$ cat src/rtl/uart_rx.sv
// uart_rx -- 8N1 UART receiver.
//
// Oversamples an asynchronous serial line with the system clock. The line is
// first brought into the clock domain by two flops. A falling edge starts a
// frame, and the start bit is confirmed at mid-bit. Eight data bits are then
// taken LSB first, and the stop bit is checked. Each frame ends in exactly one
// single-cycle pulse: valid_o for a good frame, frame_error_o for a low stop
// bit.
//
// Parameters:
//   CLOCKS_PER_BAUD  clock cycles per bit (>= 4); 104 gives 115200 baud at 12 MHz
//
// Ports:
//   clock_i        system clock
//   reset_n_i      synchronous, active-low reset
//   rx_i           asynchronous serial line, idle high
//   data_o         last good byte; holds until the next valid_o
//   valid_o        1-cycle pulse; data_o is valid this cycle
//   frame_error_o  1-cycle pulse; the stop bit was sampled low
//   busy_o         high whenever a frame is in progress or the line is held low
//
// Build option:
//   UART_RX_MAJORITY_EN  when defined, each bit is the 2-of-3 majority of the
//                        synchronised line at counter values 2, 1 and 0. This
//                        rejects single-cycle spikes at the sample point. Ports
//                        and timing are the same in both builds.

module uart_rx #(
  parameter int CLOCKS_PER_BAUD = 104
) (
  input  logic       clock_i,
  input  logic       reset_n_i,
  input  logic       rx_i,
  output logic [7:0] data_o,
  output logic       valid_o,
  output logic       frame_error_o,
  output logic       busy_o
);

  localparam int CNT_W = $clog2(CLOCKS_PER_BAUD);
  localparam logic [CNT_W-1:0] HALF_BIT = CNT_W'(CLOCKS_PER_BAUD / 2);
  localparam logic [CNT_W-1:0] FULL_BIT = CNT_W'(CLOCKS_PER_BAUD - 1);

  typedef enum logic [2:0] {
    IDLE      = 3'd0,
    START     = 3'd1,
    DATA      = 3'd2,
    STOP      = 3'd3,
    WAIT_IDLE = 3'd4
  } state_t;

  state_t           state;
  state_t           state_next;
  logic [CNT_W-1:0] count;
  logic [2:0]       bit_idx;
  logic [7:0]       shift;

  logic rx_p0;
  logic rx_p1;
`ifdef UART_RX_MAJORITY_EN
  logic rx_p2;
  logic rx_p3;
`endif

  logic sample_pt;
  logic bit_s;
  logic start_load;
  logic bit_load;
  logic shift_en;
  logic frame_ok;
  logic frame_bad;

  function automatic logic majority3(input logic a, input logic b, input logic c);
    return (a & b) | (a & c) | (b & c);
  endfunction

  // Stage p0/p1: two-flop synchroniser. rx_p1 is the line used for every decision.
  always_ff @(posedge clock_i) begin
    if (!reset_n_i) begin
      rx_p0 <= 1'b1;
      rx_p1 <= 1'b1;
    end else begin
      rx_p0 <= rx_i;
      rx_p1 <= rx_p0;
    end
  end

`ifdef UART_RX_MAJORITY_EN
  // Stage p2/p3: the synchronised line as it was one and two cycles earlier.
  // Every sample point comes at least two cycles after a counter load, so
  // these hold the line values at counter == 1 and counter == 2.
  always_ff @(posedge clock_i) begin
    if (!reset_n_i) begin
      rx_p2 <= 1'b1;
      rx_p3 <= 1'b1;
    end else begin
      rx_p2 <= rx_p1;
      rx_p3 <= rx_p2;
    end
  end

  assign bit_s = majority3(rx_p1, rx_p2, rx_p3);
`else
  assign bit_s = rx_p1;
`endif

  assign sample_pt = (count == '0);

  always_ff @(posedge clock_i) begin
    if (!reset_n_i) begin
      state <= IDLE;
    end else begin
      state <= state_next;
    end
  end

  always_comb begin
    state_next = state;
    case (state)
      IDLE:      if (!rx_p1) state_next = START;
      START:     if (sample_pt) state_next = bit_s ? IDLE : DATA;
      DATA:      if (sample_pt && (bit_idx == 3'd7)) state_next = STOP;
      STOP:      if (sample_pt) state_next = bit_s ? IDLE : WAIT_IDLE;
      WAIT_IDLE: if (rx_p1) state_next = IDLE;
      default:   state_next = IDLE;
    endcase
  end

  always_comb begin
    busy_o     = (state != IDLE);
    start_load = (state == IDLE) && !rx_p1;
    // Reload a full bit time after a confirmed start bit and after every data
    // bit; the reload after bit 7 times the stop-bit sample.
    bit_load   = ((state == START) && sample_pt && !bit_s) ||
                 ((state == DATA) && sample_pt);
    shift_en   = (state == DATA) && sample_pt;
    frame_ok   = (state == STOP) && sample_pt && bit_s;
    frame_bad  = (state == STOP) && sample_pt && !bit_s;
  end

  always_ff @(posedge clock_i) begin
    if (!reset_n_i) begin
      count         <= '0;
      bit_idx       <= 3'd0;
      shift         <= 8'h00;
      data_o        <= 8'h00;
      valid_o       <= 1'b0;
      frame_error_o <= 1'b0;
    end else begin
      valid_o       <= frame_ok;
      frame_error_o <= frame_bad;

      if (start_load) begin
        count <= HALF_BIT;
      end else if (bit_load) begin
        count <= FULL_BIT;
      end else if (count != '0) begin
        count <= count - 1'b1;
      end

      if ((state == START) && sample_pt) begin
        bit_idx <= 3'd0;
      end else if (shift_en) begin
        bit_idx <= bit_idx + 3'd1;
      end

      // The line carries the LSB first, so each bit enters at the top and
      // moves right; after eight bits, the first bit received is in bit 0.
      if (shift_en) begin
        shift <= {bit_s, shift[7:1]};
      end

      if (frame_ok) begin
        data_o <= shift;
      end
    end
  end

endmodule

$ cat config.mk
export PLATFORM = sky130hd
export DESIGN_NAME = uart_rx
export DESIGN_NICKNAME = d
export VERILOG_FILES = /design/src/rtl/uart_rx.sv
export SDC_FILE = /design/constraint.sdc
export NUM_CORES = 1
export LEC_CHECK = 0
export BUFFER_PORTS_ARGS = -buffer_cell sky130_fd_sc_hd__buf_2
export CORE_UTILIZATION = 51
export DETAILED_ROUTE_END_ITERATION = 7
export GPL_ROUTABILITY_DRIVEN = 1
export PLACE_DENSITY_LB_ADDON = 0.3
export SLEW_MARGIN = 20
export SYNTH_ARGS = -nofsm -noshare
export SYNTH_HDL_FRONTEND = slang
export SYNTH_SLANG_ARGS = --single-unit
$ cat constraint.sdc
create_clock -name clock_i -period 1.5 [get_ports clock_i]
set_input_delay 0 -clock clock_i [delete_from_list [all_inputs] [get_ports clock_i]]
set_output_delay 0 -clock clock_i [all_outputs]
set_load 0.01 [all_outputs]
; ---- Word-level counts from Yosys, hierarchy flattened
; Cells that the tools add are included.
[op_classes]
addsub = 2
multipliers = 0
div = 0
magnitude_cmp = 0
eq_ne = 10
n_shift = 0
muxes = 11
n_bitwise = 1
reduce_logical = 20
[ops]
columns = operator, n
row1 = $mux 3, 6
row2 = $pmux 3 s5, 1
row3 = $mux 7, 2
row4 = $ne 2x2->1 const B, 5
row5 = $logic_and 1x1->1, 8
row6 = $logic_not 7->1, 1
row7 = $reduce_bool 7->1, 1
row8 = $sub 7x1->7 const B, 1
row9 = $eq 3x2->1 const B, 2
row10 = $eq 3x3->1 const B, 2
row11 = $mux 6, 1
row12 = $reduce_bool 3->1, 2
row13 = $reduce_and 5->1, 1
row14 = $reduce_or 2->1, 2
row15 = $add 3x1->3 const B, 1
row16 = $eq 3x1->1 const B, 1
row17 = $logic_not 3->1, 1
row18 = $reduce_or 3->1, 1
row19 = $mux 2, 1
row20 = $reduce_bool 2->1, 1
row21 = $logic_not 1->1, 1
row22 = $logic_or 1x1->1, 1
row23 = $not 1->1, 1
[totals]
register_bits = 33
latch_bits = 0
ram_bits = 0
rom_bits = 0
input_bits = 3
wordCells = 55
memories = 0

; ---- Logic depth before layout (Yosys ltp)
; Gate-level depths: netlist of the first run.
[logic_depth]
word_depth = 6
mapped_depth = 7

; ---- Least setup slack after synthesis of the first run
; Ideal clock, no wire load.
[synth_timing]
path_type = register to register
start = register count[0]
end = register bit_idx[1]
setup_time_ps = 129
arrival_time_ps = 1440
t_required_ps = 1371
slack_ps = -69
path_stages_with_launch = 8
n_path_buf = 1
synth_period_minus_slack_ps = 1569
path_cell_list = dfxtp_1 > inv_1 > ha_1 > nor3b_4 > nand3_1 > buf_2 > mux2i_1 > nor2_1
[synth_between]
elab_chain_cells = 3
[synth_rtl]
columns = item, line_no
row1 = from (decl), 54  ; logic [CNT_W-1:0] count;
row2 = from (signal assigned), 158  ; count <= count - 1'b1;
row3 = $logic_not 7->1 *, 107  ; assign sample_pt = (count == '0);
row4 = $logic_and 1x1->1, 161  ; if ((state == START) && sample_pt) begin
row5 = $reduce_or 2->1 (no source line), --
row6 = to (signal assigned), 164  ; bit_idx <= bit_idx + 3'd1;
row7 = to (decl), 55  ; logic [2:0] bit_idx;
; Every way passes the cells marked *; elsewhere a longest branch is shown, timed or not.
; A chain may end at the register's enable or synchronous reset.

; ---- Final worst setup path of the first run
[layout_timing]
start = register count[0]
end = register state[2]
[layout_between]
elab_chain_cells = 4
[layout_rtl]
columns = item, line_no
row1 = $logic_not 7->1 *, 107
row2 = $logic_and 1x1->1, 122  ; DATA: if (sample_pt && (bit_idx == 3'd7)) state_next = STOP;
row3 = $ne 2x2->1 (no source line), --
row4 = $reduce_and 5->1 (no source line) *, --
row5 = to (signal assigned), 113  ; state <= state_next;
row6 = to (decl), 52  ; state_t state;
; Marks and branches as above.

==> results.cfg, run 1 <==
[layout]
drive_gt1_share_pct = 33.16
nets = 196
n_antenna_cell = 0
fin_cells = 220
area_growth_syn_to_layout_pct = 24.82
post-route-util_pct = 69.35

[critical_path]
required_ns = 1.77
reg2reg_depth = 6
critPathLaunch = count[0]
cp-end-kind = flip-flop
r2r-end = state[2]
cpMaxStageDelayCell = or3b_4
critical_path_class = flip-flop to flip-flop
crit_path_end = state[2]
path_depth = 6
cp_max_fo = 4
reg2reg_slack_ns = -0.05
crit_path_cell_trace = inv_2 > ha_4 > nor3b_4 > nand3_2 > or3b_4 > a21oi_2
cp-start-kind = flip-flop
crit_buf_inv = 1
cp.arrival_ns = 1.81
path_delay_family = simple AND/OR/NAND/NOR gates
r2r-start = count[0]
max_stage_delay_ns = 0.42

[floorplanning]
placementRows = 18
core_area_um2 = 2567
die_y_um = 54.89
ioPinCount = 14
die_w_um = 54.89
start_util_pct = 55.56
dieArea_um2 = 3012

[logic_synthesis]
ys_async_sr_fraction_pct = 0
ys_warn_count = 0
syn-num-nets = 163
synth_area_per_cell_um2 = 9.143
synth_edf_count = 0
synth.yosys.seq_area_share_pct = 46.32
syn_inst = 156
synth_cell_types = 33
synth-seq-cells = 33
mappedNetlistArea_um2 = 1426
dominantRegCellSynth = dfxtp_1

[timing]
fin_worst_skew_ns = 0.008566
whs_ns = 0.02662
finalCritPeriodShare_pct = 103.0
tightest_slew_ns = 0.3833
rsz0062_at_grt = true
max_freq_mhz = 647.0
hold_viol = 0
timing.final.ws_setup_ns = -0.04549
finalSetupViolations = 11
report.final.slew_viol_count = 0
fin_crit_ns = 1.545
relSlewSlack_pct = 74.31

[global_route]
antenna_found_initial = 0
grt_max_degree = 18
grt_use_total_pct = 21.41
grt_pass1_wl_mm = 4.388
first_global_vias = 1077
grt.overflow.total = 0

[placement]
place_hpwl_mm = 1.955
gp_congestion = 0.8286
pre_cts_ws_ns = -0.08978
io_buffers = 13
dp_cells = 207

[cts]
cts_root_buf = clkbuf_4
ctsLongestPathBuffers = 2
clock_sinks = 33
cts_tree = done
ctsHtreeMaxLevel = 2
numCtsBuffers = 5
clkTransAtPathRegs_ns = 0.10
clock_latency_ns = 0.33

[detailed_routing]
ant_nets = 0
viasPerCell = 5.436
drt_iter0_drc = 14
wl_mm = 2.685
vias = 1196
wl_per_cell_um = 12.20
remaining_drc_errors = 0
first_pass_iters = 4

[pwr]
peakVddDrop_uv = 1210
p_per_area_nw_per_um2 = 1552
p_leak_nw = 0.7964
p_total_mw = 2.764

[outcome]
status = finished, violations left
violations = setup timing

[flow_run]
max_cap_viol_count = 0

[worst_hold_path]
hold_class = primary input to flip-flop
[what timing repair did]
item / 4_1_cts / 5_1_grt
buffers inserted: 4 / 1
hold buffers: 1 / 0
pin swaps: 5 / 6
hold endpoints to repair: 1 / 0
gates resized for setup: 11 / 12
setup endpoints to repair: 19 / 27
[kinds of logic (layout without fill, tap and decap cells)]
logic type | Yosys count | after routing | synth area share, %
AO/OA/AOI/OAI | 22 | 22 | 8.772
XOR/XNOR | 2 | 2 | 1.228
adder cells (fa/ha/maj) | 4 | 4 | 3.509
buffers and inverters | 11 | 45 | 3.158
flip-flops | 33 | 33 | 46.32
multiplexers | 14 | 14 | 9.912
AND/OR/NAND/NOR | 70 | 70 | 27.11
[routing by layer]
| metal | track usage [%] | up-vias | part of all wire (%) |
|---|---|---|---|
| li1 | - | 609 | - |
| met1 | 22.09 | 561 | 44 |
| met2 | 38.55 | 16 | 51 |
| met3 | 8.333 | 10 | 3.3 |
| met4 | 7.692 | 0 | 2.3 |
| met5 | 0 | - | 0 |
[flip-flops by register name (all words and copies together) (netlist names)]
register / flops
valid_o: 1
shift: 8
count: 7
state: 3
rx_p0: 1
bit_s: 1
data_o: 8
frame_error_o: 1
bit_idx: 3
[synth_stat cells, types with 2 or more instances]
cell type | number | area, µm²
ha_1 | 4 | 50.05
or3_1 | 2 | 12.51
a21oi_1 | 4 | 20.02
mux2i_1 | 13 | 130.1
o21ai_0 | 13 | 65.06
nor3_2 | 2 | 20.02
inv_1 | 3 | 11.26
clkbuf_1 | 5 | 18.77
a211oi_1 | 2 | 15.01
nor2_1 | 21 | 78.83
dfxtp_1 | 33 | 660.6
nor3_1 | 6 | 30.03
or3b_1 | 2 | 17.52
buf_2 | 3 | 15.01
nand3_1 | 9 | 45.04
nand2b_1 | 5 | 31.28
nand2_1 | 12 | 45.04
nor3b_1 | 2 | 15.01
[per-stage QoR]
step,area (µm²),TNS [ns]
after floorplan,1445,0
after global placement,1630,-0.009740
after detailed placement,1630,-0.2828
after CTS,1735,-0.06876
after global routing,1780,-2.277
final,1780,-0.1546
[cell usage in the layout, fill, tap and decap left out, types with 2 or more instances in the layout]
master and instances:
mux2i_1 13, buf_6 4, nor3_2 4, clkbuf_4 5, nand2_1 11, ha_1 3, buf_2 13, inv_2 2
o21ai_0 6, a21oi_2 2, o21ai_1 7, nand2b_1 5, buf_4 16, nor2_1 20, nand3_1 9, a21oi_1 2
nor3b_1 2, dfxtp_1 30, or3b_4 2, nor3_1 4, dfxtp_2 3, clkinv_2 2
[layout make-up]
class	instances	area, µm²
Clock buffer	6	41.29
Tap cell	30	37.54
Multi-Input combinational cell	112	775.7
Timing Repair Buffer	34	240.2
Fill cell	217	787.0
Clock inverter	2	10.01
Inverter	3	11.26
Sequential cell	33	664.4
[worst register-to-register path: cells and delay by family (launching register included)]
kind | cells | cell delay (ns)
AO/OA/AOI/OAI | 1 | 0.11
adder cells (fa/ha/maj) | 1 | 0.13
buffers and inverters | 1 | 0.07
flip-flops | 1 | 0.33
AND/OR/NAND/NOR | 3 | 0.83
[report_power, final]
group | internal [mW] | leakage [nW] | switching, mW
logic | 0.649 | 0.496 | 0.568
registers | 0.976 | 0.269 | 0.108
clock network | 0.178 | 0.0320 | 0.284
[worst min path at each step]
stage / from / endpoint / slack, ns / cells after the start
after floorplan: rx_i / rx_p0 / 0.10 / 1
after global placement: rx_i / rx_p0 / 0.18 / 2
after detailed placement: rx_i / rx_p0 / 0.19 / 2
after CTS: reset_n_i / count[4] / 0.01 / 2
after global routing: reset_n_i / count[4] / 0.03 / 2
final: reset_n_i / count[4] / 0.03 / 2
No activity file was read; power rests on OpenSTA's default activity.
==> run 2, diff against run 1 <==
--- a/config.mk
+++ b/config.mk
@@ -6,7 +6,7 @@
 export NUM_CORES = 1
 export LEC_CHECK = 0
 export BUFFER_PORTS_ARGS = -buffer_cell sky130_fd_sc_hd__buf_2
-export CORE_UTILIZATION = 51
+export CORE_UTILIZATION = 40
 export DETAILED_ROUTE_END_ITERATION = 7
 export GPL_ROUTABILITY_DRIVEN = 1
 export PLACE_DENSITY_LB_ADDON = 0.3
==> run 2 against run 1 <==
The flow still finishes with violations (setup timing). Fmax fell by 3.9%. Wire length rose by 15%. Highest routed layer unchanged. First-iteration DRC count rose to 3.3 times the previous value. Largest cell class unchanged. Clock skew rose by 0.00069 ns. Critical path type unchanged. Final cell count rose by 8.2%.
==> results.cfg, run 2 (synthesis results as in run 1) <==
[detailed_routing]
vias = 1235
ant_nets = 0
remaining_drc_errors = 0
drt_iter0_drc = 46
wl_mm = 3.076
first_pass_iters = 4
wl_per_cell_um = 12.92
viasPerCell = 5.189

[placement]
post_dp_cell_area_um2 = 1643
io_buffers = 13
place_hpwl_mm = 2.053
dp_cells = 222
pre_cts_ws_ns = -0.09672
gp_congestion = 0.8384

[cts]
ctsLongestPathBuffers = 2
clkTransAtPathRegs_ns = 0.10
cts_tree = done
clock_sinks = 33
clock_latency_ns = 0.33
ctsHtreeMaxLevel = 2
numCtsBuffers = 5
cts_root_buf = clkbuf_4

[layout]
final_cell_mix = dfxtp_1 (31), nor2_1 (20), buf_4 (15)
n_antenna_cell = 0
nets = 198
drive_gt1_share_pct = 32.81
mostFrequentLayoutCell = dfxtp_1
reg_top3 = data_o: 8 flops, shift: 8 flops, count: 7 flops
fin_cells = 238
area_growth_syn_to_layout_pct = 28.77
fin_area_um2 = 1837
post-route-util_pct = 54.61
nFillCells = 323

[pwr]
p_per_area_nw_per_um2 = 1576
p_seq_share_pct = 37.4
power.switching_mw = 1.057
switching_share_pct = 36.52
p_leak_nw = 0.8080
p_total_mw = 2.895
internal_power_mw = 1.838
peakVddDrop_uv = 561.0
p_comb_share_pct = 46.2
clkPwrFrac_pct = 16.4

[floorplanning]
die_y_um = 61.72
ioPinCount = 14
start_util_pct = 42.41
core_area_um2 = 3363
placementRows = 21
dieArea_um2 = 3809
die_w_um = 61.72

[critical_path]
required_ns = 1.76
cp.arrival_ns = 1.87
cp_max_fo = 5
reg2reg_slack_ns = -0.11
cpMaxStageDelayCell = or3b_4
r2r-start = count[2]
reg2reg_depth = 4
crit_path_cell_trace = nor3_2 > nand3_2 > or3b_4 > a21oi_2
r2r-end = state[2]
critical_path_class = flip-flop to flip-flop
cp-start-kind = flip-flop
cp-end-kind = flip-flop
max_stage_delay_ns = 0.44

[global_route]
grt.overflow.total = 0
grt_use_total_pct = 17.30
grt_pass1_wl_mm = 4.609
grt_max_degree = 18
first_global_vias = 1033
antenna_found_initial = 0

[timing]
finalCritPeriodShare_pct = 107.2
timing.final.ws_setup_ns = -0.1079
tightest_slew_ns = 0.4412
setup_tns_ns = -0.7002
relSlewSlack_pct = 70.43
rsz0062_at_grt = true
whs_ns = 0.4306
fin_crit_ns = 1.608
max_freq_mhz = 621.9
report.final.slew_viol_count = 0
hold_viol = 0
fin_worst_skew_ns = 0.009260
finalSetupViolations = 20

[outcome]
status = finished, violations left
violations = setup timing

[flow_run]
max_cap_viol_count = 0

[worst_hold_path]
min-delay-start = rx_p0
hold_class = flip-flop to flip-flop
holdPathStages = 1
hold_end = bit_s
run 2: layer usage:
metal	share of wire, %	global-route usage (%)	vias to the layer above
met5	0	0	-
met4	0.85	7.619	0
met3	3.8	6.418	4
met2	51	29.03	30
met1	45	19.69	585
li1	-	-	616
run 2: worst max path at each step:
| stage | slack, ns | cells after the start | to | startpoint |
|---|---|---|---|---|
| CTS | -0.08 | 6 | state[2] | count[1] |
| finish | -0.11 | 4 | state[2] | count[2] |
| global route | -0.18 | 6 | state[2] | count[1] |
| global placement | -0.02 | 6 | state[2] | count[1] |
| floorplan | 0.002 | 6 | state[2] | count[1] |
| detailed placement | -0.1 | 6 | state[2] | count[1] |
run 2: cell type report:
cell class	instances	area, µm²	share of cell area, %
Sequential cell	33	663.1	36.10
Inverter	3	11.26	0.6131
Clock inverter	2	10.01	0.5450
Timing Repair Buffer	36	264.0	14.37
Clock buffer	6	41.29	2.248
Multi-Input combinational cell	112	789.5	42.98
Tap cell	46	57.56	3.134
run 2: repair_timing:
action / in CTS / in global routing
pin swaps: 3 / 8
endpoints found under the hold margin: 3 / 0
buffers inserted: 4 / 2
endpoints found under the setup margin: 21 / 29
hold buffers: 3 / 0
resized for setup: 7 / 16
run 2: worst max-delay path, delay by kind of cell, from the launching register on:
family | cells | cell delay (ns)
AND/OR/NAND/NOR | 3 | 1.06
AO/OA/AOI/OAI | 1 | 0.12
flip-flops | 1 | 0.37
run 2: power groups by stage:
stage                     combinational (mW)  sequential (mW)  clock (mW)
final                                   1.34             1.08       0.474
after global routing                    1.45             1.09       0.528
after CTS                               1.14             1.07       0.491
after detailed placement               0.994             1.09           0
after global placement                 0.931             1.09           0
after floorplan                        0.653             1.09           0
==> run 3, diff against run 2 <==
--- a/config.mk
+++ b/config.mk
@@ -7,6 +7,7 @@
 export LEC_CHECK = 0
 export BUFFER_PORTS_ARGS = -buffer_cell sky130_fd_sc_hd__buf_2
 export CORE_UTILIZATION = 40
+export CTS_BUF_LIST = sky130_fd_sc_hd__clkbuf_4
 export DETAILED_ROUTE_END_ITERATION = 7
 export GPL_ROUTABILITY_DRIVEN = 1
 export PLACE_DENSITY_LB_ADDON = 0.3
==> run 3 against run 2 <==
Hold slack got worse by 0.0014 ns. Core utilization rose by 0.11 points. Design area rose by 0.20%. Fmax rose by 0.31%. Total power rose by 0.70%. Final cell count did not move. The run still ends with setup timing left. Highest routed layer unchanged. Sequential share of layout area fell by 0.074 points. Wire length fell by 0.85%.
==> results.cfg, run 3 (synthesis results as in run 1) <==
[layout]
final_cell_mix = dfxtp_1 (31), nor2_1 (20), buf_4 (15)
fin_area_um2 = 1841
reg_top3 = data_o: 8 flops, shift: 8 flops, count: 7 flops
drive_gt1_share_pct = 33.33
fin_cells = 238
nets = 198
n_antenna_cell = 0
area_growth_syn_to_layout_pct = 29.04
multiInputGateArea_um2 = 789.5
nFillCells = 323
mostFrequentLayoutCell = dfxtp_1
regArea_um2 = 663.1

[critical_path]
cp.arrival_ns = 1.87
cp-end-kind = flip-flop
cp-start-kind = flip-flop
path_delay_family = simple AND/OR/NAND/NOR gates
crit_buf_inv = 0
r2r-start = count[2]
required_ns = 1.77
max_stage_delay_ns = 0.43
cpMaxStageDelayCell = or3b_4
crit_path_cell_trace = nor3_2 > nand3_2 > or3b_4 > a21oi_2
critical_path_class = flip-flop to flip-flop
cp_max_fo = 5
critPathLaunch = count[2]

[timing]
hold_viol = 0
max_freq_mhz = 623.8
tightest_slew_ns = 0.4410
fin_crit_ns = 1.603
report.final.slew_viol_count = 0
rsz0062_at_grt = true
finalCritPeriodShare_pct = 106.9
timing.final.ws_setup_ns = -0.1030
finalSetupViolations = 20
fin_worst_skew_ns = 0.009078
relSlewSlack_pct = 70.44

[outcome]
status = finished, violations left
violations = setup timing

[detailed_routing]
wl_per_cell_um = 12.82
vias = 1232
viasPerCell = 5.176
remaining_drc_errors = 0
first_pass_iters = 6
ant_nets = 0
wl_mm = 3.050
drt_iter0_drc = 45

[placement]
gp_congestion = 0.8384
post_dp_cell_area_um2 = 1643
io_buffers = 13
dp_cells = 222
place_hpwl_mm = 2.053

[cts]
cts_root_buf = clkbuf_4
ctsHtreeMaxLevel = 2
clock_sinks = 33
cts_tree = done
clock_latency_ns = 0.33
numCtsBuffers = 5
ctsLongestPathBuffers = 2
clkTransAtPathRegs_ns = 0.10

[floorplanning]
ioPinCount = 14
core_area_um2 = 3363
start_util_pct = 42.41
die_y_um = 61.72
die_w_um = 61.72
placementRows = 21
dieArea_um2 = 3809

[worst_hold_path]
min-delay-start = rx_p0
hold_class = flip-flop to flip-flop

[pwr]
p_per_area_nw_per_um2 = 1584
p_total_mw = 2.915
p_leak_nw = 0.8115
peakVddDrop_uv = 560.9

[global_route]
first_global_vias = 1033
grt.overflow.total = 0
grt_pass1_wl_mm = 4.609
grt_max_degree = 18
grt_use_total_pct = 17.30
antenna_found_initial = 0

[flow_run]
max_cap_viol_count = 0
==> run 3: cell types whose count changed in the layout (fill, tap and decap cells not counted) <==
cell,previous run,this run
clkbuf_1,1,0
clkbuf_4,5,6
==> run 3: layer usage <==
metal | vias up | wire (µm) | part of all wire (%) | global-route usage, %
met5 | - | 0 | 0 | 0
met1 | 585 | 1349 | 44 | 19.69
met2 | 26 | 1555 | 51 | 29.03
met4 | 0 | 42 | 1.4 | 7.619
met3 | 6 | 102 | 3.3 | 6.418
li1 | 615 | - | - | -
==> run 3: worst paths after layout <==
path / slack (ns) / endpoint / cells past startpoint
setup / recovery: -0.10 / state[2] / 4
hold / removal: 0.43 / bit_s / 1
setup reg to reg: -0.10 / state[2] / 4
hold reg to reg: 0.43 / bit_s / 1
==> run 3: timing repair <==
item	4_1_cts	5_1_grt
hold endpoints to repair	3	0
hold buffers	3	0
resized for setup	7	16
pin swaps	3	8
endpoints found under the setup margin	21	29
buffers inserted	4	2
==> run 3: layout make-up <==
class                   count  share of cell area, %
multi-input cells         112                  42.90
flip-flops and latches     33                  36.03
repair buffers             36                  14.34
well taps                  46                  3.127
clock buffers               6                  2.447
inverters                   3                 0.6118
clock inverters             2                 0.5438
==> run 3: power by group <==
| group | total, mW | internal [mW] | switching (mW) |
|---|---|---|---|
| sequential | 1.08 | 0.974 | 0.109 |
| clock | 0.494 | 0.196 | 0.298 |
| combinational | 1.34 | 0.686 | 0.653 |
==> run 3: stage by stage <==
stage | util, % | worst slack (ns) | TNS (ns) | hold WS, ns
6_report | 54.72 | -0.1030 | -0.7062 | 0.4292
2_1_floorplan | - | 0.002391 | 0 | 0.1015
3_5_place_dp | 48.85 | -0.09672 | -0.2604 | 0.1851
4_1_cts | 52.68 | -0.08327 | -0.4448 | 0.4316
5_1_grt | 54.72 | -0.1806 | -2.938 | 0.4634
3_3_place_gp | 48.85 | -0.02048 | -0.02048 | 0.1813
